**config.mk**
```make
export PLATFORM = sky130hd
export DESIGN_NAME = apb_master_bridge
export DESIGN_NICKNAME = d
export VERILOG_FILES = /design/src/rtl/POLI_types_pkg.sv /design/src/rtl/apb_master_bridge.sv
export SDC_FILE = /design/constraint.sdc
export NUM_CORES = 1
export LEC_CHECK = 0
export ABC_AREA = 1
export CAP_MARGIN = 20
export CORE_ASPECT_RATIO = 0.9
export CORE_MARGIN = 5
export CORE_UTILIZATION = 32
export CTS_CLUSTER_DIAMETER = 120
export DETAILED_ROUTE_END_ITERATION = 16
export HOLD_SLACK_MARGIN = 0.03
export PLACE_DENSITY = 0.71
export SYNTH_ARGS = -nofsm -noshare
export SYNTH_HDL_FRONTEND = slang
export SYNTH_SLANG_ARGS = --single-unit
```
**constraint.sdc**
```tcl
create_clock -name CLK -period 2.13 [get_ports CLK]
set_input_delay 0.426 -clock CLK [delete_from_list [all_inputs] [get_ports CLK]]
set_output_delay 0.426 -clock CLK [all_outputs]
set_load 0.005 [all_outputs]
```
**src/rtl/POLI_types_pkg.sv**
```systemverilog
// Shared POLI types: word size and APB master bridge definitions.
package POLI_types_pkg;

  localparam int WORD_SIZE = 32;
  localparam int APB_TIMEOUT_DEFAULT = 16;

  typedef enum logic [1:0] {
    IDLE,
    SETUP,
    ACCESS,
    RESP
  } apb_master_state_t;

endpackage

```
**src/rtl/apb_master_bridge.sv**
```systemverilog
// Single-outstanding request/response port to APB3 master,
// with a bounded ACCESS-phase timeout that yields an error response.
module apb_master_bridge #(
  parameter int WORD_SIZE      = POLI_types_pkg::WORD_SIZE,
  parameter int TIMEOUT_CYCLES = POLI_types_pkg::APB_TIMEOUT_DEFAULT
) (
  input  logic                 CLK,
  input  logic                 nRST,
  input  logic                 req_valid,
  output logic                 req_ready,
  input  logic                 req_write,
  input  logic [WORD_SIZE-1:0] req_addr,
  input  logic [WORD_SIZE-1:0] req_wdata,
  output logic                 rsp_valid,
  output logic [WORD_SIZE-1:0] rsp_rdata,
  output logic                 rsp_error,
  output logic                 PSEL,
  output logic                 PENABLE,
  output logic                 PWRITE,
  output logic [WORD_SIZE-1:0] PADDR,
  output logic [WORD_SIZE-1:0] PWDATA,
  input  logic [WORD_SIZE-1:0] PRDATA,
  input  logic                 PREADY
);

  import POLI_types_pkg::*;

  localparam int CW = $clog2(TIMEOUT_CYCLES + 1);
  localparam logic [CW-1:0] LAST = CW'(TIMEOUT_CYCLES - 1);

  apb_master_state_t state_q, state_d;

  logic                 wr_q;
  logic [WORD_SIZE-1:0] addr_q;
  logic [WORD_SIZE-1:0] wdata_q;
  logic [WORD_SIZE-1:0] rdata_q;
  logic                 err_q;
  logic [CW-1:0]        cnt_q;
  logic                 expired;

  assign expired = (cnt_q == LAST);

  always_ff @(posedge CLK or negedge nRST) begin
    if (!nRST) begin
      state_q <= IDLE;
    end else begin
      state_q <= state_d;
    end
  end

  // Bus strobes come only from the state register.
  always_comb begin
    state_d   = state_q;
    req_ready = 1'b0;
    rsp_valid = 1'b0;
    PSEL      = 1'b0;
    PENABLE   = 1'b0;
    unique case (state_q)
      IDLE: begin
        req_ready = 1'b1;
        if (req_valid) state_d = SETUP;
      end
      SETUP: begin
        PSEL    = 1'b1;
        state_d = ACCESS;
      end
      ACCESS: begin
        PSEL    = 1'b1;
        PENABLE = 1'b1;
        if (PREADY || expired) state_d = RESP;
      end
      RESP: begin
        rsp_valid = 1'b1;
        state_d   = IDLE;
      end
      default: state_d = IDLE;
    endcase
  end

  always_ff @(posedge CLK or negedge nRST) begin
    if (!nRST) begin
      wr_q    <= 1'b0;
      addr_q  <= '0;
      wdata_q <= '0;
    end else if (state_q == IDLE && req_valid) begin
      wr_q    <= req_write;
      addr_q  <= req_addr;
      wdata_q <= req_write ? req_wdata : '0;
    end
  end

  always_ff @(posedge CLK or negedge nRST) begin
    if (!nRST) begin
      cnt_q <= '0;
    end else if (state_q == SETUP) begin
      cnt_q <= '0;
    end else if (state_q == ACCESS && !PREADY && !expired) begin
      cnt_q <= cnt_q + 1'b1;
    end
  end

  // PREADY wins over expiry on the last permitted cycle.
  always_ff @(posedge CLK or negedge nRST) begin
    if (!nRST) begin
      rdata_q <= '0;
      err_q   <= 1'b0;
    end else if (state_q == ACCESS) begin
      if (PREADY) begin
        rdata_q <= wr_q ? '0 : PRDATA;
        err_q   <= 1'b0;
      end else if (expired) begin
        rdata_q <= '0;
        err_q   <= 1'b1;
      end
    end
  end

  assign PWRITE    = wr_q;
  assign PADDR     = addr_q;
  assign PWDATA    = wdata_q;
  assign rsp_rdata = rdata_q;
  assign rsp_error = err_q;

endmodule

```
==> summary.md <==
| Metric | Value |
|---|---|
| Slew headroom | `0.602` |
| Clock-pin slew on the worst setup and hold paths | `70 ps` |
| Top cells by count, synth | `nand2_1 (241), dfrtp_1 (105), o21ai_0 (54)` |
| Kind of critical path | `flip-flop to output port` |
| Hold-fix buffers, CTS | `0` |
| Psw | `2790 uW` |
| Vias in the first global route | `3975` |
| Crit-path max FO | `4` |
| WL per Instance | `roughly 14 um` |
| Startpoint Class | `flip-flop` |
| Worst-Skew Late Latency | `340 ps` |
| Syn Inst Count | `476` |
| Most frequent cell after synthesis | `nand2_1` |
| Longest Clk Path Bufs | `2` |
| Hold Path Class | `primary input to async pin` |
| Syn_nets | `584` |
| Post-synth EDFFs | `0` |
| Sw frac | `0.310` |
| Placeable Area | `approximately 0.013 mm2` |
| RSZ-0062 raised after global routing | `no` |
| DRC violations left | `0` |
| Row count | `40` |
| Post-CTS Resized | `0` |
| Status | `completed` |
| Total number of vias | `3836` |
| Pre-antenna DRT Iters | `4` |
| Initial antenna violation count | `0` |
| Max Slew Vio Count | `0` |
| Biggest area consumer among synthesized cells | `dfrtp_1` |
| Crit-path cells | `inv_1 > ha_2 > clkdlybuf4s50_1` |
| Io pins | `~200` |
| Mean area per synthesized cell | `8.95 um2` |
| Detailed Place HPWL | `9040 um` |
| Max Freq | `495 MHz` |
| Combinational share of power | `0.419` |
| Synth Register Bits | `approximately 110` |
| GRT Overall Usage | `0.155` |
| CP max-delay cell | `clkdlybuf4s50_1` |
| Fin util | `0.514` |
| # diodes | `0` |
| Final wirelength | `12100 um` |
| Final worst-path cycle share | `0.949` |
| Fill cells | `1226` |
| Vias per inst | `4.55` |
| CTS root buf | `clkbuf_16` |
| Largest net degree at the start of global routing | `around 110` |
| Pwr Density | `about 1300 mW/mm2` |
| Final setup violation count | `0` |
| PortBufs | `202` |
| DRT iter0 DRCs | `196` |
| Post-Syn Area | `0.00426 mm2` |
| Clock tree sinks | `~110` |
| WP data required | `1700 ps` |
| Worst slew pin tran | `596 ps` |
| VDD IR max | `0.000728 V` |
| Ys async rst share | `1.00` |
| Crit. End Element | `output port` |
| First-pass GRT wire length | `20100 um` |
| Die height | `119 um` |
| Main synth FF type | `dfrtp_1` |
| Final hold vios | `0` |
| Total gr overflow | `0` |
| Antenna viol nets, final | `0` |
| TritonCTS buffer count | `9` |
| Fin crit period | `2020 ps` |
| Top-area cell type share of the netlist area | `0.617` |
| Layout area overhead | `59.4%` |
| Leakage power | `0.00310 uW` |
| Post-CTS setup repair buffer count | `0` |
| Max incr delay on CP | `slightly above 500 ps` |
| CTS tree | `done` |
| Netlist cell types | `18` |
| Die Width | `132 um` |
| Layout cell share with drive strength beyond 1 | `0.0459` |
| Reg power frac | `0.381` |
| Yosys Warn Count | `0` |
| Hold WS | `115 ps` |
| Worst Skew | `roughly 9 ps` |
| Worst Path Arrival | `around 1600 ps` |
| Area contributors post-synth | `dfrtp_1 (62%), nand2_1 (21%), o21ai_0 (6.3%)` |
| Clk pwr share | `0.199` |
| Final nets | `between 700 and 800` |
| Initial core utilization | `0.322` |
| # H-tree levels | `3` |
| Final Wtd Congestion | `about 0.83` |
| Register area share after synthesis | `0.617` |
| Int Pwr | `a little over 6000 uW` |
| Max-cap violations | `0` |
| Final setup TNS | `0 ps` |
| Die area | `0.0157 mm2` |
[layer usage]
layer / wire, um / up-vias / GRT usage
met5: 0 / - / 0
met4: 183 / 0 / 0.0488
met3: 1210 / 14 / 0.0739
met2: 5620 / 154 / 0.252
met1: 5120 / 1786 / 0.183
li1: - / 1882 / -
[registers in the layout, indices dropped and copies added (netlist names)]
name       cells
PWRITE         1
rsp_rdata     32
rsp_error      1
PADDR         32
state_q        2
cnt_q          5
PWDATA        32
[power groups by stage]
| stage | Combinational [uW] | Clock [uW] | Sequential (uW) |
|---|---|---|---|
| floorplan | 1310 | 0 | 3450 |
| global placement | 3750 | 0 | 3400 |
| detailed placement | 3840 | 0 | 3450 |
| CTS | 3850 | 1860 | 3440 |
| global route | 4180 | 1930 | 3540 |
| finish | 3760 | 1790 | 3430 |
[logic make-up after synthesis]
kind of cell,Yosys count,share of synthesized area
compound gates,73,0.0867
buf+inv,37,0.0482
flops,105,0.617
fa+ha+maj,7,0.0206
simple gates,254,0.228
[per-stage QoR]
stage                     total power (uW)  setup slack [ps]  instance area, um2  cells
after floorplan                       4760               610                4260    476
after global routing                  9660              24.1                6790    843
after CTS                             9150              28.2                6780    843
after global placement                7150               432                6450    827
final                                 8980               109                6790    843
after detailed placement              7290               391                6450    827
[cell type report]
type / count / area (um2) / area share
sequential: 105 / 2630 / 0.387
timing repair buffer: 210 / 2140 / 0.316
multi-input combinational: 334 / 1440 / 0.212
clock buffer: 11 / 253 / 0.0372
tap: 168 / 210 / 0.0310
clock inverter: 5 / 77.6 / 0.0114
inverter: 10 / 37.5 / 0.00553
[final timing paths]
kind	startpoint	endpoint	slack, ps	cells past startpoint
max	state_q[0]	req_ready	110	3
min in group CLK	PWDATA[27]	PWDATA[27]	480	2
max in group asynchronous	nRST	rsp_rdata[31]	1530	2
min reg2reg	PWDATA[27]	PWDATA[27]	480	2
min	nRST	rsp_rdata[25]	120	2
max reg2reg	cnt_q[1]	rsp_rdata[23]	430	7
[worst max-delay path: cells and delay by family, from the launching register on]
kind	cells	cell delay, ps
DFF	1	410
adders and majority gates	1	220
buffers and inverters	2	630
[layout by cell type, fill, tap and decap left out]
cell type	n
dlymetal6s2s_1	1
clkbuf_8	2
nand4_1	1
nand3_1	3
clkinv_2	2
or2_2	1
o21ai_4	1
buf_4	4
nor2_1	7
bufinv_16	2
o21ai_0	54
dfrtp_1	105
nor2_4	1
inv_2	1
buf_12	5
a21oi_1	2
nand2_1	240
inv_1	9
ha_1	6
ha_2	1
clkdlybuf4s50_1	200
clkinvlp_4	1
o21ai_1	16
clkbuf_16	9
nand2_2	1
Power figures use the tool's default switching activity.
